File: config.mk
export PLATFORM = sky130hd
export DESIGN_NAME = wdg_wb_arbiter
export DESIGN_NICKNAME = d
export VERILOG_FILES = /design/src/rtl/wdg_pkg.sv /design/src/rtl/wdg_rr_pick.sv /design/src/rtl/wdg_wb_arbiter.sv
export SDC_FILE = /design/constraint.sdc
export NUM_CORES = 1
export LEC_CHECK = 0
export ABC_AREA = 1
export CAP_MARGIN = 10
export CORE_UTILIZATION = 18
export CTS_CLUSTER_DIAMETER = 120
export CTS_CLUSTER_SIZE = 20
export DETAILED_ROUTE_END_ITERATION = 10
export PLACE_DENSITY_LB_ADDON = 0.15
export SYNTH_ARGS = -nofsm -noshare
export SYNTH_HDL_FRONTEND = slang
export SYNTH_SLANG_ARGS = --single-unit
File: constraint.sdc
create_clock -name clk -period 1.2 [get_ports clk]
set_input_delay 0.24 -clock clk [delete_from_list [all_inputs] [get_ports clk]]
set_output_delay 0.24 -clock clk [all_outputs]
set_load 0.01 [all_outputs]
File: src/rtl/wdg_pkg.sv
// Shared definitions for the watchdog Wishbone arbiter: state encoding and a
// constant-evaluable ceiling log2 helper.
package wdg_pkg;

    typedef logic [1:0] state_t;

    localparam state_t ST_IDLE  = 2'd0;
    localparam state_t ST_BUSY  = 2'd1;
    localparam state_t ST_ABORT = 2'd2;

    // Minimum result is 1 so a width derived from it is never zero.
    function automatic int unsigned clog2(input int unsigned value);
        int unsigned r;
        r = 0;
        for (int i = 0; i < 32; i++) begin
            if ((64'd1 << i) < 64'(value)) r = i + 1;
        end
        return (r == 0) ? 1 : r;
    endfunction

endpackage

File: src/rtl/wdg_rr_pick.sv
// Combinational round-robin picker: first requester after 'last', wrapping
// modulo N_MST, as a one-hot vector plus its index.
module wdg_rr_pick #(
    parameter int unsigned N_MST = 2,
    parameter int unsigned IDX_W = 1
) (
    input  logic [N_MST-1:0] req,
    input  logic [IDX_W-1:0] last,
    output logic [N_MST-1:0] pick,
    output logic [IDX_W-1:0] pick_idx,
    output logic             valid
);

    int unsigned idx;

    always_comb begin
        pick     = '0;
        pick_idx = '0;
        valid    = 1'b0;
        idx      = 0;
        for (int unsigned k = 1; k <= N_MST; k++) begin
            idx = (32'(last) + k) % N_MST;
            if (!valid && req[idx]) begin
                valid     = 1'b1;
                pick[idx] = 1'b1;
                pick_idx  = IDX_W'(idx);
            end
        end
    end

endmodule

File: src/rtl/wdg_wb_arbiter.sv
// Round-robin pipelined-Wishbone arbiter sharing the watchdog register port among N_MST masters.
// Optional slave-response timeout with abort is enabled by defining WDG_ARB_TIMEOUT_EN.
module wdg_wb_arbiter
    import wdg_pkg::*;
#(
    parameter int unsigned N_MST     = 2,
    parameter int unsigned ADR_W     = 2,
    parameter int unsigned DAT_W     = 32,
    parameter int unsigned TO_CYCLES = 255
) (
    input  logic                     clk,
    input  logic                     res_n,
    input  logic [N_MST-1:0]         m_cyc,
    input  logic [N_MST-1:0]         m_stb,
    input  logic [N_MST-1:0]         m_we,
    input  logic [N_MST*ADR_W-1:0]   m_adr,
    input  logic [N_MST*DAT_W-1:0]   m_dat_w,
    input  logic [N_MST*4-1:0]       m_sel,
    output logic [N_MST-1:0]         m_stall,
    output logic [N_MST-1:0]         m_ack,
    output logic [N_MST-1:0]         m_err,
    output logic [DAT_W-1:0]         m_dat_r,
    output logic                     s_cyc,
    output logic                     s_stb,
    output logic                     s_we,
    output logic [ADR_W-1:0]         s_adr,
    output logic [DAT_W-1:0]         s_dat_w,
    output logic [3:0]               s_sel,
    input  logic                     s_stall,
    input  logic                     s_ack,
    input  logic                     s_err,
    input  logic [DAT_W-1:0]         s_dat_r,
    output logic [N_MST-1:0]         gnt
);

    localparam int unsigned IDX_W = clog2(N_MST);

    state_t             state_q, state_d;
    logic [N_MST-1:0]   gnt_q, gnt_d;
    // last_q doubles as the granted master's index while BUSY/ABORT.
    logic [IDX_W-1:0]   last_q, last_d;
    logic [N_MST-1:0]   pick;
    logic [IDX_W-1:0]   pick_idx;
    logic               pick_valid;
    logic               hit;
    int unsigned        gsel;

    assign gsel = 32'(last_q);

    wdg_rr_pick #(
        .N_MST (N_MST),
        .IDX_W (IDX_W)
    ) u_pick (
        .req      (m_cyc),
        .last     (last_q),
        .pick     (pick),
        .pick_idx (pick_idx),
        .valid    (pick_valid)
    );

`ifdef WDG_ARB_TIMEOUT_EN
    localparam int unsigned CNT_W = clog2(TO_CYCLES + 1);

    logic [CNT_W-1:0] cnt_q, cnt_d;

    // Fires on the TO_CYCLES-th consecutive BUSY cycle without a slave response.
    assign hit = (state_q == ST_BUSY) && m_cyc[last_q] && !s_ack && !s_err &&
                 (cnt_q == CNT_W'(TO_CYCLES - 1));

    always_comb begin
        cnt_d = '0;
        if ((state_q == ST_BUSY) && !s_ack && !s_err && !hit) cnt_d = cnt_q + 1'b1;
    end

    always_ff @(posedge clk or negedge res_n) begin
        if (!res_n) cnt_q <= '0;
        else        cnt_q <= cnt_d;
    end
`else
    assign hit = 1'b0;
`endif

    always_ff @(posedge clk or negedge res_n) begin
        if (!res_n) begin
            state_q <= ST_IDLE;
            gnt_q   <= '0;
            last_q  <= IDX_W'(N_MST - 1);
        end else begin
            state_q <= state_d;
            gnt_q   <= gnt_d;
            last_q  <= last_d;
        end
    end

    always_comb begin
        state_d = state_q;
        gnt_d   = gnt_q;
        last_d  = last_q;
        unique case (state_q)
            ST_IDLE: begin
                if (pick_valid) begin
                    state_d = ST_BUSY;
                    gnt_d   = pick;
                    last_d  = pick_idx;
                end
            end
            ST_BUSY: begin
                if (!m_cyc[last_q]) begin
                    state_d = ST_IDLE;
                    gnt_d   = '0;
                end else if (hit) begin
                    state_d = ST_ABORT;
                end
            end
`ifdef WDG_ARB_TIMEOUT_EN
            ST_ABORT: begin
                if (!m_cyc[last_q]) begin
                    state_d = ST_IDLE;
                    gnt_d   = '0;
                end
            end
`endif
            default: begin
                state_d = ST_IDLE;
                gnt_d   = '0;
            end
        endcase
    end

    always_comb begin
        s_cyc   = 1'b0;
        s_stb   = 1'b0;
        s_we    = 1'b0;
        s_adr   = '0;
        s_dat_w = '0;
        s_sel   = '0;
        m_stall = '1;
        m_ack   = '0;
        m_err   = '0;
        if (state_q == ST_BUSY) begin
            s_cyc           = m_cyc[last_q] & ~hit;
            s_stb           = m_stb[last_q] & ~hit;
            s_we            = m_we[last_q];
            s_adr           = m_adr[gsel*ADR_W +: ADR_W];
            s_dat_w         = m_dat_w[gsel*DAT_W +: DAT_W];
            s_sel           = m_sel[gsel*4 +: 4];
            m_stall[last_q] = s_stall | hit;
            m_ack[last_q]   = s_ack;
            m_err[last_q]   = s_err | hit;
        end
    end

    assign m_dat_r = s_dat_r;
    assign gnt     = gnt_q;

endmodule

* Word-level counts from Yosys, hierarchy flattened *
Index checks and enable logic that the tools add are counted.

operators by class
  $add $sub $neg = 2
  magnitude comparators = 6
  eq/ne operators = 3
  shifts and indexed selects = 3
  multiplexer cells = 36
  bitwise logic cells = 5
  reduce and logical (&&, ||, !) cells = 8

operator list
  operator                                            number
  indexed part select 64 x 7 -> 32 bit                1
  2-to-1 mux 32 bit                                   1
  2-to-1 mux 1 bit                                    20
  2-to-1 mux 2 bit                                    9
  case mux 2 bit (2 select lines)                     2
  indexed part select 8 x 4 -> 4 bit                  1
  < comparator 1 x 2 -> 1 bit, second input constant  3
  bitwise AND 2 bit                                   2
  logical AND 1 bit                                   4
  2-to-1 mux 4 bit                                    1
  != test 2 bit, second input constant                2
  bitwise OR 2 bit                                    2
  AND reduction 2 bit                                 2
  indexed part select 4 x 3 -> 2 bit                  1
  demux 1 bit (select 1 bit)                          3
  >= comparator 1 bit, second input constant          3
  adder 1 bit, second input constant                  2
  == test 2 x 1 -> 1 bit, second input constant       1
  logical NOT 2 bit                                   1
  NOT 2 bit                                           1
  logical NOT 1 bit                                   1

storage, ports and cells
  bits in registers = 5
  input bits = 119

* Logic depth before layout (Yosys ltp) *
Gate-level depths: netlist of the first run.

  word-level depth = 10
  depth in mapped cells = 6
  gate-level depth less buffers = 5

* Modules after synthesis *
A second synthesis of the first run with hierarchy kept.

second synthesis, totals
  cell total of the unflattened synthesis = 202
  area, all modules = 1084.8 um2

modules (own cells, without submodules)
  module          times used  cells each  area each (um2)
  wdg_wb_arbiter  1           195         1053.5
  wdg_rr_pick     1           7           31.3

* Worst setup path after synthesis of the first run *
OpenSTA, ideal clock, no wires.

  kind = register -> output
  start point = reg last_q
  end point = out s_adr[0]
  arrival time = 989 ps
  data required time = 960 ps
  slack = -29 ps
  stages on the path, launching flop included = 7
  cell sequence = dfstp_2 inv_2 nand2_2 inv_4 buf_6 nand2_1 nand2_1

on the way
  cells in the longest elaborated chain, start to end = 2

ends and longest elaborated chain
  item                                line                   RTL
  start: declaration                  wdg_wb_arbiter.sv:41   logic [IDX_W-1:0] last_q, last_d;
  start signal: assignment            wdg_wb_arbiter.sv:87   last_q <= IDX_W'(N_MST - 1);
  start signal: assignment            wdg_wb_arbiter.sv:91   last_q <= last_d;
  indexed part select 4 x 3 -> 2 bit  wdg_wb_arbiter.sv:144  s_adr = m_adr[gsel*ADR_W +: ADR_W];
  2-to-1 mux 2 bit                    wdg_wb_arbiter.sv:140  if (state_q == ST_BUSY) begin
  end: declaration                    wdg_wb_arbiter.sv:26   output logic [ADR_W-1:0] s_adr,

Every way passes these cells.

* Worst setup path in the final report of the first run *
  start point = reg last_q
  end point = out s_dat_w[0]

on the way
  cells in the longest elaborated chain, start to end = 2

ends and longest elaborated chain
  item                                  line                   RTL
  indexed part select 64 x 7 -> 32 bit  wdg_wb_arbiter.sv:145  s_dat_w = m_dat_w[gsel*DAT_W +: DAT_W];
  2-to-1 mux 32 bit                     wdg_wb_arbiter.sv:140
  end: declaration                      wdg_wb_arbiter.sv:27   output logic [DAT_W-1:0] s_dat_w,

Every way passes these cells.

==> run summary, run 1 <==
Vias in the first global route -> 1471
Number of hold-slack violations in the final timing report -> 0
Cts-stage hold buffer count -> 0
Chip Width -> 77.7 µm
Mean Syn Cell Area -> 5.19 µm²
Mapped Area -> 1030 µm²
DIE AREA -> 6040 µm²
Status -> complete, but fails checks
Power Total -> 5760 µW
P_leak -> 0.00134 µW
Area share of fa/ha/maj cells after synthesis -> 0%
Top delay family on crit path -> flip-flops
Critical path type -> reg2out
Met3 Usage GRT -> 3.76%
Starting Density -> 18.7%
Final GP Congestion -> 0.764
Via Count -> 1579
Worst Skew -> 0.00604 ns
Failing checks -> setup timing
Post-Route Setup TNS -> -18.25 ns
Unrepaired setup endpoints after global routing -> yes
DIE HEIGHT -> 77.7 µm
Syn. warnings -> 0
Synthesized flop and latch total -> 4
Peak VDD IR -> 1140 µV
Complex-gate fraction of the synthesized area -> 2.42%
Post-Synthesis Cells -> 199
Setup violators final -> 49
Inserted Diodes -> 0
Largest net degree at the start of global routing -> 42
Busiest layer in global routing -> met2
Critical Path End Type -> output pin
Pre-CTS setup slack -> -0.603 ns
Critical Path Start Type -> flip-flop
First-pass GRT wire length -> 6810 µm
DRT iter0 DRCs -> 19
Final WS setup -> -0.434 ns
TritonCTS clock tree -> yes
CP max FO -> 20
I/O Pins -> 200
Grt met2 use -> 26.2%
Worst skew pair latency -> 0.22 ns
Post-DRT Antenna Nets -> 0
Worst stage delay on the critical path -> 0.57 ns
Period utilisation layout -> 136%
Power density over the cells -> 2090 nW/µm²
Seq/Total Area, Yosys -> 9.82%
Pre-Repair DR Iteration Count -> 4
Hold crit path type -> in2async
Avg Vias per Cell -> 4.04
WL final -> 4760 µm
Dpl hpwl -> 3400 µm
Synth Area in Simple Gates -> 51.4%
Max_cap viols -> 0
Share of post-route cells with drive strength above 1 -> 47.6%
CP cell instances -> inv_4, nand2_8, buf_12, inv_12, nand2_1, nand2_2, buf_2
Tot GR Track Use -> 13.9%
Critical path required time -> 0.96 ns
Count of pins over their slew limit -> 0
WP data arrival -> 1.39 ns
Final min period -> 1.63 ns
Antenna violations before repair -> 0
Buffers plus inverters on the worst setup path -> 4
Mapped Nets -> 318
Fin Hold WS -> 0.225 ns
Area grow syn2layout -> 167%
WL/cell -> 12.2 µm
Commonest non-fill, non-tap cells in the layout -> 86 x clkdlybuf4s50_1, 66 x nand2_2, 57 x nand2_1
Number of library cell types mapped by synthesis -> 14
CP max stage cell -> dfstp_2
Commonest non-fill, non-tap cell in the layout -> clkdlybuf4s50_1
Grt ovf -> 0
Tightest Pin Transition -> 0.278 ns
DRC viols -> 0
Portion of netlist area occupied by mux cells -> 0%
# clock sinks -> 4
Htree depth -> 1
Core Area -> 5510 µm²
Core Rows -> 27
Maximum root-to-sink buffer count -> 2
Fin nets -> 439
Slew margin rel. -> 81.5%
XOR/XNOR Fraction of Synth Area -> 0%
Fmax -> 612 MHz
CTS Buf Count -> 3
I/O Buffers -> 135
Largest family of logic cells by synthesized area -> simple AND/OR/NAND/NOR gates
Reg clk slew, reported paths -> 0.03 ns
Met1 GRT Util -> 15.0%
Root Buffer -> clkbuf_8
==> state kept, by name, indices dropped and copies added (netlist names) <==
signal	flops
last_q	1
gnt	2
state_q	1
==> worst register-to-register path, cell delays in order, from the launching register on <==
cell,delay (ns)
dfstp_2,0.57
buf_4,0.13
buf_6,0.09
nand2_2,0.06
buf_4,0.13
nand3_1,0.09
nand3_1,0.07
nand2_1,0.07
==> kinds of logic (layout without fill, tap and decap cells) <==
kind of cell,Yosys count,in the layout
simple gates,139,139
buf+inv,51,171
compound gates,5,5
flops,4,4
==> report_power, final <==
group | switching (µW) | leakage, µW | internal [µW] | total [µW]
combinational | 2400 | 0.00127 | 2760 | 5160
sequential | 86.5 | 0.0000475 | 213 | 300
clock | 67.6 | 0.0000228 | 227 | 294
total | 2560 | 0.00134 | 3200 | 5760
==> metrics by stage <==
step / utilization (%) / cell area (µm²) / instances
2_1_floorplan: - / 1140 / 199
3_3_place_gp: 42.9 / 2360 / 378
3_5_place_dp: 42.9 / 2360 / 378
4_1_cts: 44.3 / 2440 / 386
5_1_grt: 50.1 / 2760 / 391
6_report: 50.1 / 2760 / 391
==> final timing paths <==
kind,startpoint,to,slack [ns],depth (start not counted)
setup / recovery,last_q$_DFFE_PN1P_,s_dat_w[0],-0.43,7
hold / removal,res_n,gnt[1]$_DFFE_PN0P_,0.23,1
setup reg to reg,last_q$_DFFE_PN1P_,gnt[1]$_DFFE_PN0P_,-0.06,7
hold reg to reg,gnt[0]$_DFFE_PN0P_,gnt[0]$_DFFE_PN0P_,0.49,2
max in group asynchronous,res_n,last_q$_DFFE_PN1P_,0.73,1
min in group clk,s_dat_r[11],m_dat_r[11],0.48,0
==> timing repair <==
action,CTS,global route
pin swaps,1,8
resized for setup,208,86
setup buffers,4,3
gates cloned,0,4
endpoints found under the setup margin,49,50
==> metal layers <==
metal  vias to the layer above  routed length (µm)
li1                        795                   -
met4                         0                  78
met1                       686                1800
met2                        86                2460
met5                         -                   0
met3                        12                 425
==> cells in the mapped netlist, drive strengths merged <==
cell,instances,area (µm²)
inv,10,40.0
dfstp,1,26.3
nor2,6,22.5
clkinv,1,5.00
o21ai,4,20.0
buf,40,330
a21oi,1,5.00
dfrtp,3,75.1
nand3,3,15.0
nand2,130,493
==> final cells by class <==
class                      instances  area (µm²)
timing repair inverter             2        32.5
clock buffer                       4        45.0
inverter                          11        82.6
tap                               72        90.1
sequential                         4         101
fill                             556        2750
timing repair buffer             154        1610
multi-input combinational        144         793
Note: power is estimated with default switching activity, not from simulation.
==> run 2, diff against run 1 <==
--- a/config.mk
+++ b/config.mk
@@ -12,6 +12,7 @@
 export CTS_CLUSTER_SIZE = 20
 export DETAILED_ROUTE_END_ITERATION = 10
 export PLACE_DENSITY_LB_ADDON = 0.15
+export REMOVE_ABC_BUFFERS = 1
 export SYNTH_ARGS = -nofsm -noshare
 export SYNTH_HDL_FRONTEND = slang
 export SYNTH_SLANG_ARGS = --single-unit
==> run summary, run 2 (synthesis results as in run 1) <==
Critical path type -> reg2out (unchanged)
WL/cell -> 15.3 µm (was 12.2 µm)
I/O Pins -> 200 (unchanged)
Finished Core Util -> 46.4% (was 50.1%)
Commonest non-fill, non-tap cell in the layout -> nand2_1 (was clkdlybuf4s50_1)
Post-Route Setup TNS -> -18.18 ns (was -18.25 ns)
Pre-CTS setup slack -> -0.615 ns (was -0.603 ns)
I/O Buffers -> 135 (unchanged)
Antenna violations before repair -> 0 (unchanged)
Sequential cell fraction of total power -> 5.7% (was 5.2%)
Area grow syn2layout -> 148% (was 167%)
CP cell instances -> inv_4, nand2_8, buf_12, inv_8, nand2_1, nand2_1, buf_2 (was inv_4, nand2_8, buf_12, inv_12, nand2_1, nand2_2, buf_2)
Dpl hpwl -> 4160 µm (was 3400 µm)
# clock sinks -> 4 (unchanged)
CP startpoint -> last_q$_DFFE_PN1P_ (unchanged)
Post-DRT Antenna Nets -> 0 (unchanged)
Hold crit path type -> in2async (unchanged)
Share of post-route cells with drive strength above 1 -> 37.9% (was 47.6%)
P_leak -> 0.00135 µW (was 0.00134 µW)
TritonCTS clock tree -> yes (unchanged)
Core Rows -> 27 (unchanged)
Unrepaired setup endpoints after global routing -> yes (unchanged)
Period utilisation layout -> 136% (about the same)
Peak VDD IR -> 1110 µV (was 1140 µV)
Critical Path End Type -> output pin (unchanged)
Number of flip-flops in the largest register -> 2 (unchanged)
Fin nets -> 442 (was 439)
Tot GR Track Use -> 18.2% (was 13.9%)
Worst stage delay on the critical path -> 0.58 ns (was 0.57 ns)
Combinational fraction of design power -> 88.5% (was 89.7%)
Status -> complete, but fails checks (unchanged)
Pre-Repair DR Iteration Count -> 4 (unchanged)
Clk pwr share -> 5.8% (was 5.1%)
Avg Vias per Cell -> 4.03 (was 4.04)
Vias in the first global route -> 1478 (was 1471)
Count of pins over their slew limit -> 0 (unchanged)
Fmax -> 611 MHz (was 612 MHz)
Setup violators final -> 47 (was 49)
Final min period -> 1.64 ns (was 1.63 ns)
Area of the multi-input gates -> 737 µm² (was 793 µm²)
Inserted Diodes -> 0 (unchanged)
Grt ovf -> 0 (unchanged)
Critical Path Start Type -> flip-flop (unchanged)
Placed cells -> 376 (was 378)
Failing checks -> setup timing (unchanged)
Root Buffer -> clkbuf_8 (unchanged)
Max_cap viols -> 0 (unchanged)
Commonest non-fill, non-tap cells in the layout -> 95 x nand2_1, 86 x clkdlybuf4s50_1, 37 x buf_2 (was 86 x clkdlybuf4s50_1, 66 x nand2_2, 57 x nand2_1)
Worst Skew -> 0.00572 ns (was 0.00604 ns)
Cts-stage hold buffer count -> 0 (unchanged)
First-pass GRT wire length -> 8200 µm (was 6810 µm)
Maximum root-to-sink buffer count -> 2 (unchanged)
Largest net degree at the start of global routing -> 14 (was 42)
FF+latch area -> 103 µm² (was 101 µm²)
Chip Width -> 77.7 µm (unchanged)
Power Internal -> 2780 µW (was 3200 µW)
Power Total -> 5250 µW (was 5760 µW)
Final GP Congestion -> 0.762 (was 0.764)
Starting Density -> 18.7% (unchanged)
Final WS setup -> -0.436 ns (was -0.434 ns)
CP max FO -> 10 (was 20)
Power density over the cells -> 2050 nW/µm² (was 2090 nW/µm²)
Number of hold-slack violations in the final timing report -> 0 (unchanged)
Fillers -> 585 (was 556)
DIE AREA -> 6040 µm² (unchanged)
Reg clk slew, reported paths -> 0.04 ns (was 0.03 ns)
Sw Ratio -> 46.9% (was 44.4%)
Sw Pwr -> 2460 µW (was 2560 µW)
Slew margin rel. -> 86.5% (was 81.5%)
DIE HEIGHT -> 77.7 µm (unchanged)
CP max stage cell -> dfstp_2 (unchanged)
Reg2Reg Launch Point -> last_q$_DFFE_PN1P_ (unchanged)
Worst skew pair latency -> 0.22 ns (about the same)
Core Area -> 5510 µm² (unchanged)
Non-Filler Instances -> 394 (was 391)
Tightest Pin Transition -> 0.201 ns (was 0.278 ns)
DRC viols -> 0 (unchanged)
Via Count -> 1587 (was 1579)
Most used cell, CP -> nand2_1
Htree depth -> 1 (unchanged)
CTS Buf Count -> 3 (unchanged)
Critical path required time -> 0.96 ns (about the same)
DRT iter0 DRCs -> 30 (was 19)
WP data arrival -> 1.40 ns (was 1.39 ns)
WL final -> 6010 µm (was 4760 µm)
## run 2: worst paths after layout
check	endpoint	slack, ns	cells after the start
setup / recovery	s_dat_w[18]	-0.44	7
hold / removal	gnt[1]$_DFFE_PN0P_	0.23	1
setup reg to reg	gnt[1]$_DFFE_PN0P_	0.03	6
hold reg to reg	gnt[0]$_DFFE_PN0P_	0.52	2
max in group asynchronous	last_q$_DFFE_PN1P_	0.72	1
min in group clk	m_dat_r[18]	0.48	0
## run 2: through the flow
stage          area (µm²)  hold WS (ns)
6_report             2560         0.231
5_1_grt              2560         0.250
4_1_cts              2360         0.222
3_5_place_dp         2230         0.462
3_3_place_gp         2230         0.458
2_1_floorplan         702       -0.0556
## run 2: critical path: cells and delay by family, from the launching register on
kind	cells	cell delay (ns)
flops	1	0.58
buf+inv	4	0.37
simple gates	3	0.23
## run 2: repair_timing
item | CTS | global route
setup buffers | 6 | 6
endpoints found under the setup margin | 49 | 49
gates cloned | 5 | 2
pin swaps | 8 | 14
resized for setup | 217 | 60
## run 2: layer usage
layer	vias up	routed length [µm]	global-route usage, %
met5	-	0	9.09
met4	0	2	2.26
met3	2	876	10.8
met2	114	2570	25.3
met1	662	2560	23.7
li1	809	-	-
## run 2: power by group through the flow
stage	Sequential, µW	Combinational [µW]	Clock (µW)
4_1_cts	269	4230	320
5_1_grt	303	5040	320
3_3_place_gp	268	3730	0
3_5_place_dp	265	3730	0
6_report	297	4640	306
2_1_floorplan	292	1400	0
## run 2: area by class of cell
| type | instances | share of cell area (%) |
|---|---|---|
| inverters | 11 | 2.50 |
| well taps | 72 | 3.52 |
| clock buffers | 4 | 1.76 |
| repair inverters | 4 | 1.86 |
| flip-flops and latches | 4 | 4.01 |
| multi-input cells | 144 | 28.8 |
| repair buffers | 155 | 57.5 |
==> run 3, diff against run 2 <==
--- a/config.mk
+++ b/config.mk
@@ -8,11 +8,11 @@
 export ABC_AREA = 1
 export CAP_MARGIN = 10
 export CORE_UTILIZATION = 18
-export CTS_CLUSTER_DIAMETER = 120
+export CTS_CLUSTER_DIAMETER = 80
 export CTS_CLUSTER_SIZE = 20
 export DETAILED_ROUTE_END_ITERATION = 10
 export PLACE_DENSITY_LB_ADDON = 0.15
-export REMOVE_ABC_BUFFERS = 1
+export SETUP_SLACK_MARGIN = 0.15
 export SYNTH_ARGS = -nofsm -noshare
 export SYNTH_HDL_FRONTEND = slang
 export SYNTH_SLANG_ARGS = --single-unit
==> run summary, run 3 (synthesis results as in run 1) <==
Via Count -> 1544 (was 1587)
Area grow syn2layout -> 135% (was 148%)
Slew margin rel. -> 78.6% (was 86.5%)
Reg clk slew, reported paths -> 0.03 ns (was 0.04 ns)
Peak VDD IR -> 985 µV (was 1110 µV)
DIE AREA -> 6040 µm² (unchanged)
Post-DRT Antenna Nets -> 0 (unchanged)
Number of hold-slack violations in the final timing report -> 0 (unchanged)
Pre-Repair DR Iteration Count -> 4 (unchanged)
I/O Buffers -> 135 (unchanged)
Vias in the first global route -> 1537 (was 1478)
# clock sinks -> 4 (unchanged)
Critical path required time -> 0.96 ns (about the same)
Core Rows -> 27 (unchanged)
Antenna violations before repair -> 0 (unchanged)
Critical Path Start Type -> flip-flop (unchanged)
DIE HEIGHT -> 77.7 µm (unchanged)
Worst skew pair latency -> 0.22 ns (about the same)
Starting Density -> 18.7% (unchanged)
TritonCTS clock tree -> yes (unchanged)
Power density over the cells -> 1940 nW/µm² (was 2050 nW/µm²)
I/O Pins -> 200 (unchanged)
Avg Vias per Cell -> 4.01 (was 4.03)
Largest net degree at the start of global routing -> 22 (was 14)
Unrepaired setup endpoints after global routing -> yes (unchanged)
Post-Route Setup TNS -> -18.72 ns (was -18.18 ns)
Count of pins over their slew limit -> 0 (unchanged)
Inserted Diodes -> 0 (unchanged)
Fin nets -> 433 (was 442)
DRC viols -> 0 (unchanged)
Grt ovf -> 0 (unchanged)
Hold crit path type -> in2async (unchanged)
Final WS setup -> -0.482 ns (was -0.436 ns)
Final min period -> 1.68 ns (was 1.64 ns)
Dpl hpwl -> 3350 µm (was 4160 µm)
Fin Hold WS -> 0.222 ns (was 0.231 ns)
CTS Buf Count -> 3 (unchanged)
Max_cap viols -> 0 (unchanged)
R2R cell count -> 7 (was 6)
Chip Width -> 77.7 µm (unchanged)
Reg2Reg Launch Point -> last_q$_DFFE_PN1P_ (unchanged)
Maximum root-to-sink buffer count -> 2 (unchanged)
Reg2Reg Capture Point -> gnt[0]$_DFFE_PN0P_ (was gnt[1]$_DFFE_PN0P_)
WP data arrival -> 1.44 ns (was 1.40 ns)
WL final -> 4590 µm (was 6010 µm)
P_leak -> 0.00118 µW (was 0.00135 µW)
Share of post-route cells with drive strength above 1 -> 38.7% (was 37.9%)
Fmax -> 594 MHz (was 611 MHz)
Reg2Reg Setup Slack -> 0 ns (was 0.03 ns)
WL/cell -> 11.9 µm (was 15.3 µm)
Root Buffer -> clkbuf_8 (unchanged)
Commonest non-fill, non-tap cell in the layout -> clkdlybuf4s50_1 (was nand2_1)
CP max FO -> 20 (was 10)
Htree depth -> 1 (unchanged)
CP startpoint -> last_q$_DFFE_PN1P_ (unchanged)
Final GP Congestion -> 0.731 (was 0.762)
Commonest non-fill, non-tap cells in the layout -> 86 x clkdlybuf4s50_1, 83 x nand2_1, 46 x nand2_2 (was 95 x nand2_1, 86 x clkdlybuf4s50_1, 37 x buf_2)
Critical path type -> reg2out (unchanged)
Failing checks -> setup timing (unchanged)
Core Area -> 5510 µm² (unchanged)
Period utilisation layout -> 140% (was 136%)
First-pass GRT wire length -> 7190 µm (was 8200 µm)
Worst Skew -> 0.00102 ns (was 0.00572 ns)
DRT iter0 DRCs -> 13 (was 30)
Status -> complete, but fails checks (unchanged)
Critical Path End Type -> output pin (unchanged)
Number of flip-flops in the largest register -> 2 (unchanged)
Setup violators final -> 47 (unchanged)
Tot GR Track Use -> 15.0% (was 18.2%)
Tightest Pin Transition -> 0.318 ns (was 0.201 ns)
==> run 3: cell types whose count changed in the layout (fill, tap and decap cells not counted), moves of 7 or more <==
cell,change
clkdlybuf4s15_2,+17
nand2_4,-8
buf_6,-8
buf_2,-8
buf_12,-7
nand2_1,-12
nand2_2,+20
==> run 3: worst max-delay path by stage <==
| stage | slack [ns] | endpoint |
|---|---|---|
| 2_1_floorplan | -0.01 | s_adr[0] |
| 3_3_place_gp | -0.60 | s_dat_w[9] |
| 3_5_place_dp | -0.61 | s_dat_w[2] |
| 4_1_cts | -0.47 | s_sel[1] |
| 5_1_grt | -0.56 | s_adr[1] |
| 6_report | -0.48 | s_dat_w[13] |
==> run 3: metal layers <==
layer / track usage (%) / routed length, µm
met1: 16.3 / 1780
met2: 26.8 / 2260
met3: 3.29 / 364
met4: 8.11 / 195
met5: 0 / 0
==> run 3: area by class of cell <==
class	count	area, µm²
clock buffers	4	45.0
fillers	582	3080
inverters	11	61.3
multi-input cells	144	691
flip-flops and latches	4	103
well taps	72	90.1
repair buffers	149	1420
repair inverters	1	11.3
==> run 3: metrics by stage <==
stage / utilization (%) / instance area [µm²] / worst slack (ns) / power [µW] / cells
after CTS: 43.4 / 2390 / -0.469 / 4670 / 384
after detailed placement: 42.4 / 2340 / -0.609 / 4270 / 375
after global routing: 44.0 / 2420 / -0.555 / 5120 / 385
after global placement: 42.4 / 2340 / -0.600 / 4270 / 375
final: 44.0 / 2420 / -0.482 / 4690 / 385
after floorplan: - / 1140 / -0.0105 / 2400 / 199
==> run 3: power breakdown <==
group / total [µW] / switching, µW / leakage, µW / internal [µW]
Sequential: 276 / 60.2 / 0.0000465 / 216
Combinational: 4110 / 2050 / 0.00111 / 2060
Clock: 311 / 83.1 / 0.0000228 / 228
Total: 4690 / 2190 / 0.00118 / 2500
==> run 3: repair_timing <==
item / 4_1_cts / 5_1_grt
hold endpoints to repair: 0 / 0
hold buffers: 0 / 0
gates resized for setup: 198 / 5
gates cloned: 3 / 1
setup buffers: 2 / 0
setup endpoints to repair: 52 / 51
==> run 3: critical path, cell delays in order (launching register included) <==
cell	delay, ns
dfstp_2	0.52
buf_4	0.12
inv_4	0.04
nand2_8	0.10
inv_8	0.08
nand2_1	0.07
nand2_2	0.05
clkdlybuf4s15_2	0.23
